===== src/rtl/mini_alu_core.sv =====
// mini_alu_core: single-issue MiniALU execution core with a one-stage decode
// register, a parametrised register file, a multi-level return stack and a
// stalling valid/ready write port into the VGA video RAM.
//
// Optional feature macro: MINI_ALU_MULHI_EN
//   defined   -> SMUL also writes the high product half to register dst+1
//   undefined -> the high product half is discarded
//
// Ports:
//   Clock        system clock, all state on the rising edge
//   Reset        asynchronous active-low reset
//   oIP          registered fetch address to the instruction ROM
//   iInstruction ROM[oIP], combinational; {op[3:0], dst[7:0], src1[7:0], src0[7:0]}
//   oVramValid   video RAM write request
//   iVramReady   video RAM accepts the request this cycle
//   oVramRow     write row    (reg[src0] low bits, latched at issue)
//   oVramCol     write column (reg[src1] low bits, latched at issue)
//   oVramColor   write colour (colour register, latched at issue)
//   oStackErr    sticky return-stack overflow/underflow flag
module mini_alu_core #(
    parameter int unsigned DATA_W      = 16,
    parameter int unsigned REG_ADDR_W  = 4,
    parameter int unsigned IP_W        = 16,
    parameter int unsigned STACK_DEPTH = 4,
    parameter int unsigned ROW_W       = 6,
    parameter int unsigned COL_W       = 7
) (
    input  logic             Clock,
    input  logic             Reset,
    output logic [IP_W-1:0]  oIP,
    input  logic [27:0]      iInstruction,
    output logic             oVramValid,
    input  logic             iVramReady,
    output logic [ROW_W-1:0] oVramRow,
    output logic [COL_W-1:0] oVramCol,
    output logic [2:0]       oVramColor,
    output logic             oStackErr
);

    localparam int unsigned INSTR_W   = 28;
    localparam int unsigned REG_DEPTH = 1 << REG_ADDR_W;
    localparam int unsigned SP_W      = $clog2(STACK_DEPTH + 1);
    localparam int unsigned STK_IDX_W = (STACK_DEPTH > 1) ? $clog2(STACK_DEPTH) : 1;

    localparam logic [3:0] OP_NOP  = 4'h0;
    localparam logic [3:0] OP_ADD  = 4'h1;
    localparam logic [3:0] OP_SUB  = 4'h2;
    localparam logic [3:0] OP_STO  = 4'h3;
    localparam logic [3:0] OP_BLE  = 4'h4;
    localparam logic [3:0] OP_BEQ  = 4'h5;
    localparam logic [3:0] OP_JMP  = 4'h6;
    localparam logic [3:0] OP_SMUL = 4'h7;
    localparam logic [3:0] OP_CALL = 4'h8;
    localparam logic [3:0] OP_RET  = 4'h9;
    localparam logic [3:0] OP_INC  = 4'hA;
    localparam logic [3:0] OP_MOV  = 4'hB;
    localparam logic [3:0] OP_RGB  = 4'hC;
    localparam logic [3:0] OP_STC  = 4'hD;

    localparam logic [INSTR_W-1:0] NOP_INSTR = '0;

    // ------------------------------------------------------------------
    // State
    // ------------------------------------------------------------------
    logic [INSTR_W-1:0] decInstr;
    logic [IP_W-1:0]    decIp;
    logic [DATA_W-1:0]  regFile  [REG_DEPTH];
    logic [IP_W-1:0]    retStack [STACK_DEPTH];
    logic [SP_W-1:0]    stackPtr;
    logic [2:0]         colour;

    // ------------------------------------------------------------------
    // Decode-register field split and operand reads
    // ------------------------------------------------------------------
    logic [3:0]            opCode;
    logic [7:0]            dstField;
    logic [7:0]            src1Field;
    logic [7:0]            src0Field;
    logic [REG_ADDR_W-1:0] dstIdx;
    logic [REG_ADDR_W-1:0] src1Idx;
    logic [REG_ADDR_W-1:0] src0Idx;
    logic [DATA_W-1:0]     rdS1;
    logic [DATA_W-1:0]     rdS0;
    logic [15:0]           immRaw;
    logic [DATA_W-1:0]     immVal;
    logic [IP_W-1:0]       jumpTarget;
    logic [IP_W-1:0]       callReturn;

    assign {opCode, dstField, src1Field, src0Field} = decInstr;
    assign dstIdx     = dstField[REG_ADDR_W-1:0];
    assign src1Idx    = src1Field[REG_ADDR_W-1:0];
    assign src0Idx    = src0Field[REG_ADDR_W-1:0];
    assign rdS1       = regFile[src1Idx];
    assign rdS0       = regFile[src0Idx];
    assign immRaw     = {src1Field, src0Field};
    assign immVal     = DATA_W'(immRaw);
    assign jumpTarget = IP_W'(dstField);
    assign callReturn = decIp + IP_W'(1);

    // Multiplier: keep the upper half only when something consumes it
    logic [DATA_W-1:0] mulLo;
`ifdef MINI_ALU_MULHI_EN
    logic [2*DATA_W-1:0]   mulFull;
    logic [DATA_W-1:0]     mulHi;
    logic [REG_ADDR_W-1:0] hiIdx;
    logic                  hiWrEn;
    assign mulFull = {{DATA_W{1'b0}}, rdS1} * {{DATA_W{1'b0}}, rdS0};
    assign mulLo   = mulFull[DATA_W-1:0];
    assign mulHi   = mulFull[2*DATA_W-1:DATA_W];
    assign hiIdx   = dstIdx + REG_ADDR_W'(1);
`else
    assign mulLo   = rdS1 * rdS0;
`endif

    // ------------------------------------------------------------------
    // Return-stack pointers
    // ------------------------------------------------------------------
    logic                 stackFull;
    logic                 stackEmpty;
    logic [STK_IDX_W-1:0] pushIdx;
    logic [STK_IDX_W-1:0] topIdx;

    assign stackFull  = (stackPtr == SP_W'(STACK_DEPTH));
    assign stackEmpty = (stackPtr == '0);
    assign pushIdx    = STK_IDX_W'(stackPtr);
    assign topIdx     = STK_IDX_W'(stackPtr - SP_W'(1));

    // Core advances unless a VRAM write is pending and not yet accepted
    logic advance;
    assign advance = ~(oVramValid & ~iVramReady);

    // ------------------------------------------------------------------
    // Execute stage: decode the instruction held in the decode register
    // ------------------------------------------------------------------
    logic              wrEn;
    logic [DATA_W-1:0] wrData;
    logic              branchTaken;
    logic [IP_W-1:0]   branchTarget;
    logic              pushEn;
    logic              popEn;
    logic              errSet;
    logic              rgbEn;
    logic              stcIssue;

    always_comb begin
        wrEn         = 1'b0;
        wrData       = '0;
        branchTaken  = 1'b0;
        branchTarget = jumpTarget;
        pushEn       = 1'b0;
        popEn        = 1'b0;
        errSet       = 1'b0;
        rgbEn        = 1'b0;
        stcIssue     = 1'b0;
`ifdef MINI_ALU_MULHI_EN
        hiWrEn       = 1'b0;
`endif
        case (opCode)
            OP_ADD: begin
                wrEn   = 1'b1;
                wrData = rdS1 + rdS0;
            end
            OP_SUB: begin
                wrEn   = 1'b1;
                wrData = rdS1 - rdS0;
            end
            OP_STO: begin
                wrEn   = 1'b1;
                wrData = immVal;
            end
            OP_BLE:  branchTaken = (rdS1 <= rdS0);
            OP_BEQ:  branchTaken = (rdS1 == rdS0);
            OP_JMP:  branchTaken = 1'b1;
            OP_SMUL: begin
                wrEn   = 1'b1;
                wrData = mulLo;
`ifdef MINI_ALU_MULHI_EN
                hiWrEn = 1'b1;
`endif
            end
            OP_CALL: begin
                // A full stack still branches; only the return address is lost
                branchTaken = 1'b1;
                pushEn      = ~stackFull;
                errSet      = stackFull;
            end
            OP_RET: begin
                // An empty stack turns RET into a NOP
                branchTaken  = ~stackEmpty;
                branchTarget = retStack[topIdx];
                popEn        = ~stackEmpty;
                errSet       = stackEmpty;
            end
            OP_INC: begin
                wrEn   = 1'b1;
                wrData = rdS1 + DATA_W'(1);
            end
            OP_MOV: begin
                wrEn   = 1'b1;
                wrData = rdS1;
            end
            OP_RGB:  rgbEn    = 1'b1;
            OP_STC:  stcIssue = 1'b1;
            default: ;
        endcase
    end

    // ------------------------------------------------------------------
    // Fetch / decode pipeline; a taken branch flushes the fetched word
    // ------------------------------------------------------------------
    always_ff @(posedge Clock or negedge Reset) begin
        if (!Reset) begin
            oIP      <= '0;
            decInstr <= NOP_INSTR;
            decIp    <= '0;
        end else if (advance) begin
            decIp <= oIP;
            if (branchTaken) begin
                oIP      <= branchTarget;
                decInstr <= NOP_INSTR;
            end else begin
                oIP      <= oIP + IP_W'(1);
                decInstr <= iInstruction;
            end
        end
    end

    // Register file write port(s)
    always_ff @(posedge Clock or negedge Reset) begin
        if (!Reset) begin
            for (int i = 0; i < int'(REG_DEPTH); i++) begin
                regFile[i] <= '0;
            end
        end else if (advance) begin
            if (wrEn) begin
                regFile[dstIdx] <= wrData;
            end
`ifdef MINI_ALU_MULHI_EN
            if (hiWrEn) begin
                regFile[hiIdx] <= mulHi;
            end
`endif
        end
    end

    // Return stack and its sticky error flag
    always_ff @(posedge Clock or negedge Reset) begin
        if (!Reset) begin
            stackPtr  <= '0;
            oStackErr <= 1'b0;
            for (int i = 0; i < int'(STACK_DEPTH); i++) begin
                retStack[i] <= '0;
            end
        end else if (advance) begin
            if (pushEn) begin
                retStack[pushIdx] <= callReturn;
                stackPtr          <= stackPtr + SP_W'(1);
            end else if (popEn) begin
                stackPtr <= stackPtr - SP_W'(1);
            end
            if (errSet) begin
                oStackErr <= 1'b1;
            end
        end
    end

    // Colour register and VRAM write request; payload frozen while stalled
    always_ff @(posedge Clock or negedge Reset) begin
        if (!Reset) begin
            colour     <= '0;
            oVramValid <= 1'b0;
            oVramRow   <= '0;
            oVramCol   <= '0;
            oVramColor <= '0;
        end else if (advance) begin
            if (rgbEn) begin
                colour <= src1Field[2:0];
            end
            oVramValid <= stcIssue;
            if (stcIssue) begin
                oVramRow   <= rdS0[ROW_W-1:0];
                oVramCol   <= rdS1[COL_W-1:0];
                oVramColor <= colour;
            end
        end
    end

endmodule


===== config.mk =====
export PLATFORM = sky130hd
export DESIGN_NAME = mini_alu_core
export DESIGN_NICKNAME = d
export VERILOG_FILES = /design/src/rtl/mini_alu_core.sv
export SDC_FILE = /design/constraint.sdc
export NUM_CORES = 1
export LEC_CHECK = 0
export CORE_MARGIN = 10
export CORE_UTILIZATION = 53
export CTS_CLUSTER_SIZE = 40
export DETAILED_ROUTE_END_ITERATION = 12
export PLACE_DENSITY = 0.73
export SYNTH_ARGS = -nofsm -noshare
export SYNTH_HDL_FRONTEND = slang
export SYNTH_SLANG_ARGS = --single-unit
export TNS_END_PERCENT = 50

===== constraint.sdc =====
create_clock -name Clock -period 7.6 [get_ports Clock]
set_clock_uncertainty 0.1 [all_clocks]
set_input_delay 1.14 -clock Clock [delete_from_list [all_inputs] [get_ports Clock]]
set_output_delay 1.14 -clock Clock [all_outputs]
set_load 0.05 [all_outputs]

==> results.yml, run 1 <==
worst_hold_path:
  hold_depth: 2
  holdPathEnd: "retStack[9]"
  min_from: "retStack[9]"
  min_path_type: "reg -> reg"
setup_path:
  critical_path_arrival_ps: 7900
  reg2reg_from: "decInstr[8]"
  r2r_slack_ps: 60
  reg2reg_depth: 25
  end_kind: "register"
  required_ps: 7960
  critPathKind: "reg -> reg"
  cp_slowest_stage_delay_ps: 560
  worst-path-max-fanout: 10
  crit_slowest_cell: "fa_1"
  worst_path_most_repeated_cell: "xnor2_1"
  startpoint_type: "register"
  rr_endpoint: "regFile[239]"
routing:
  via_count: 20700
  detail_route.first_pass.iterations: 5
  wl_um: 79300
  ant_nets: 0
  drtIter0Drc: 1976
  wl_per_cell_um: 24.2
  vias_per_cell: 6.30
  drc_errors: 0
yosys:
  seq_area_frac_synth: 0.395
  synth_top_area_cell: "dfrtp_1"
  ys_top_cells_by_area: "dfrtp_1 39%, mux4_2 14%, fa_1 6.4%, nand2_1 5.3%, ha_1 4.7%"
  yosysWarningCount: 0
  synth_area_um2: 25600
  syn_inst: 2491
  async_flop_share: 1.00
  syn_avg_cell_area_um2: 10.3
  synthesis.nets: 2700
  synth_top_area_frac: 0.395
  ys_seq_elements: 404
  ys.flop_type: "dfrtp_1"
  synth_edf_count: 0
  yosys.cell_types.count: 71
timing:
  worst_slack_ps: 60.2
  hold_viol: 0
  rsz0062_at_grt: "true"
  drv_slew: 0
  fin_crit_ps: 7540
  setup_viol: 0
  worstMarginPinSlew_ps: 1110
  max_freq_mhz: 133
  period_share: 0.992
  maxSlewHeadroom: 0.258
floorplanning:
  coreArea_um2: 47700
  start_util: 0.536
  die_h_um: 240
  die-area_um2: 57500
  rows: 80
  io_pins: 65
  die_w_um: 240
cts:
  clkTransAtPathRegs_ps: 60
  cts.sinks: 404
  cts_buffer_depth: 3
  cts_hold_buffers: 0
  htreeDepth: 2
  clk_latency_ps: 590
  cts_made_buffers: 43
  cts_root_buffer: "clkbuf_16"
  cts_tree: "done"
global_routing:
  first_global_vias: 21400
  gr-usage-all-layers: 0.276
  grt_max_degree: 176
  grt_pass1_wl_um: 123000
  gr-total-overflow: 0
  antenna_found_initial: 0
placed_design:
  place_worst_setup_slack_ps: -119
  dpl.hpwl_um: 54200
  io_buffers: 64
  finalWeightedCongestion: 0.950
  dpl_cell_area_um2: 27700
job:
  maxCapViolCount: 0
layout:
  final_area_um2: 29900
  area_growth_pct: 16.7
  drive_gt1_frac: 0.215
  antenna_cells: 0
  final_nets: 2843
outcome:
  status: "finished, final reports clean"
repair_timing:
item	4_1_cts	5_1_grt
gates cloned	1	2
setup endpoints to repair	48	96
gates resized for setup	7	58
pin swaps	2	27
buffers inserted	6	36
cell families after synthesis:
group                    after synthesis  synth area share
flip-flops                           404             0.395
AND/OR/NAND/NOR                      739             0.119
buffers and inverters                330            0.0528
multiplexers                         242             0.174
adder cells (fa/ha/maj)              179             0.111
AO/OA/AOI/OAI                        530             0.122
XOR/XNOR                              67            0.0254
layout by cell type, fill, tap and decap left out, types with 11 or more instances in the layout:
cell and count:
buf_12 20, xnor2_1 44, a22oi_1 19, inv_1 145, o21ai_1 17, nand4_1 12
buf_4 161, mux2_2 60, clkbuf_16 45, nor3_1 17, dfrtp_1 400, mux2_4 11
clkdlybuf4s50_1 63, and2_1 11, o21ai_0 201, a21o_1 11, buf_6 11, nand2_1 359
nand3_1 22, mux2i_1 16, nor2b_1 17, mux4_2 155, and3_1 12, a21oi_1 181
a22o_1 13, nor2_1 237, inv_2 22, clkbuf_1 13, xor2_1 18, fa_1 79
ha_1 94
state kept, by name, summed over array words and instances (netlist names):
signal	cells
colour	3
decInstr	28
decIp	16
oIP	16
oStackErr	1
oVramCol	7
oVramColor	3
oVramRow	6
oVramValid	1
regFile	256
retStack	64
stackPtr	3
through the flow:
step / util / cells / setup TNS [ps] / hold slack (ps)
final: 0.626 / 3283 / 0 / 373
after global routing: 0.626 / 3283 / -1700 / 389
after CTS: 0.613 / 3245 / -0.670 / 374
after detailed placement: 0.580 / 3159 / -2450 / 359
after global placement: 0.580 / 3159 / -264 / 356
after floorplan: - / 2491 / 0 / 345
synthesized netlist by cell type (24+ instances only):
cell      instances
a21oi_1         185
fa_1             82
nand2_1         362
mux2_2           67
o21ai_0         202
inv_1           157
xnor2_1          44
dfrtp_1         404
mux4_2          155
clkbuf_1        129
nand3_1          24
nor2_1          247
ha_1             96
worst max-delay path, delay by kind of cell, from the launching register on:
kind,cells,cell delay [ps]
fa+ha+maj,6,2720
simple gates,3,850
xor+xnor,7,1230
mux,3,1150
flops,1,500
buf+inv,5,610
compound gates,1,210
how the worst max path moves through the flow:
stage | start | end | slack [ps] | cells past startpoint
4_1_cts | decInstr[0] | regFile[255] | -0.7 | 27
3_5_place_dp | decInstr[0] | regFile[111] | -120 | 26
3_3_place_gp | decInstr[0] | regFile[95] | -20 | 26
6_report | decInstr[8] | regFile[239] | 60 | 25
5_1_grt | decInstr[0] | regFile[239] | -120 | 28
2_1_floorplan | decInstr[0] | regFile[127] | 0.03 | 31
metal layers:
layer  up-vias  routed length (um)  track usage
met2       981               38800        0.458
met1     10500               30000        0.338
met3       265                6260       0.0546
met4         0                4260        0.144
met5         -                   0            0
li1       8982                   -            -
layout make-up:
cell class / count / area (um2)
well taps: 615 / 769
fillers: 3701 / 17900
clock buffers: 63 / 1230
flip-flops and latches: 404 / 10100
repair buffers: 259 / 2460
inverters: 168 / 634
clock inverters: 16 / 203
multi-input cells: 1758 / 14500
Power of run 1 is left out: the tool's default activity adds up to more than one toggle a clock period on the data nets, which glitch-free logic cannot reach.
==> run 2: changes to the inputs <==
CORE_ASPECT_RATIO = 0.5   (was default)
==> run 2 against run 1 <==
First-iteration DRC count is 6.2% higher. Worst hold slack better by 1.2 ps. Sequential share of layout area is 0.53 points higher. Critical path depth stayed put. Via count is 2.5% lower. Utilization is 0.37 points lower. Non-clock buffer count is 18 lower. Sequential cell count stayed put. Die area is 0.93% higher. Global-route usage is 2.1 points lower. Setup slack better by 16 ps. Final cell count is 0.37% lower. Critical path type unchanged.
==> results.yml, run 2 (synthesis gave the netlist of run 1 again) <==
timing:
  hold_viol: 0
  period_share: 0.990
  rsz0062_at_grt: "true"
  drv_slew: 0
  max_freq_mhz: 133
  worstMarginPinSlew_ps: 1060
  setup_viol: 0
  fin_crit_ps: 7520
  maxSlewHeadroom: 0.289
  worst_slack_ps: 76.1
setup_path:
  critPathKind: "reg -> reg"
  required_ps: 7940
  critical_path_arrival_ps: 7870
  end_kind: "register"
  worst-path-max-fanout: 8
  startpoint_type: "register"
  reg2reg_depth: 25
worst_hold_path:
  hold_depth: 2
  min_path_type: "reg -> reg"
cts:
  clkTransAtPathRegs_ps: 70
  cts_root_buffer: "clkbuf_16"
  cts_tree: "done"
  cts_buffer_depth: 3
  cts.sinks: 404
  cts_made_buffers: 38
  htreeDepth: 2
  clk_latency_ps: 570
  cts_hold_buffers: 0
routing:
  drtIter0Drc: 2099
  drc_errors: 0
  vias_per_cell: 6.17
  via_count: 20200
  wl_um: 74800
  ant_nets: 0
  detail_route.first_pass.iterations: 7
  wl_per_cell_um: 22.9
layout:
  final_nets: 2819
  max_flop_register: "regFile"
  drive_gt1_frac: 0.204
  antenna_cells: 0
  area_growth_pct: 14.9
  largest_reg_flops: 256
  stdcell_count: 3271
  final_common_cell: "dfrtp_1"
  final_cell_mix: "400 x dfrtp_1, 359 x nand2_1, 238 x nor2_1"
  fillCellCount: 3771
  fin_util: 0.622
  top_regs: "regFile x256, retStack x64, decInstr x28"
global_routing:
  gr-usage-all-layers: 0.255
  gr-total-overflow: 0
  antenna_found_initial: 1
  grt_pass1_wl_um: 116000
  first_global_vias: 20100
  grt_max_degree: 158
floorplanning:
  rows: 56
  die_w_um: 331
  io_pins: 65
  coreArea_um2: 47300
  die_h_um: 175
  die-area_um2: 58100
  start_util: 0.542
placed_design:
  dpl.hpwl_um: 52300
  post-place-cells: 3190
  place_worst_setup_slack_ps: -142
  io_buffers: 64
  finalWeightedCongestion: 0.971
outcome:
  status: "finished, final reports clean"
job:
  maxCapViolCount: 0
## run 2: cell type report
cell class / count / area [um2] / share of cell area
multi-input cells: 1757 / 14400 / 0.489
flip-flops and latches: 404 / 10100 / 0.344
repair buffers: 241 / 2280 / 0.0774
clock buffers: 54 / 1110 / 0.0378
well taps: 638 / 798 / 0.0271
inverters: 168 / 631 / 0.0214
clock inverters: 9 / 98.8 / 0.00336
## run 2: metal layers
layer,up-vias,share of wire,track usage
met5,-,0,0
met4,0,0.036,0.0844
met3,199,0.10,0.0636
met2,930,0.46,0.408
met1,10100,0.40,0.339
li1,8918,-,-
## run 2: path summary, 6_finish.rpt
kind	startpoint	to	slack [ps]
max in group asynchronous	Reset	decInstr[0]	5320
setup reg to reg	decInstr[8]	regFile[111]	80
hold reg to reg	retStack[53]	retStack[53]	370
min in group asynchronous	Reset	decIp[14]	610
setup / recovery	decInstr[8]	regFile[111]	80
hold / removal	retStack[53]	retStack[53]	370
## run 2: stage by stage
step,hold slack [ps],setup TNS [ps],cell area [um2]
4_1_cts,379,0,29100
3_3_place_gp,357,-201,27800
5_1_grt,400,-3120,29400
2_1_floorplan,345,0,25700
6_report,374,0,29400
3_5_place_dp,365,-2000,27800
## run 2: worst max-delay path: stages (launching register included)
cell	delay, ps
dfrtp_4	500
buf_12	160
buf_16	140
mux4_2	520
mux4_2	630
nand2_2	130
fa_1	460
fa_1	530
inv_1	60
fa_1	490
fa_1	490
inv_1	50
fa_1	460
fa_2	360
xor2_1	160
xnor2_1	170
xnor2_1	150
xnor2_1	150
xnor2_1	150
xnor2_1	150
xnor3_1	280
or3_1	340
nand3_2	110
o2111ai_4	170
clkbuf_16	230
mux2_2	260
## run 2: timing repair
item,4_1_cts,5_1_grt
cloned,0,3
endpoints found under the setup margin,16,86
pin swaps,0,17
hold endpoints to repair,0,0
buffers inserted,7,8
gates resized for setup,2,48
Power of run 2 is left out for the same reason.
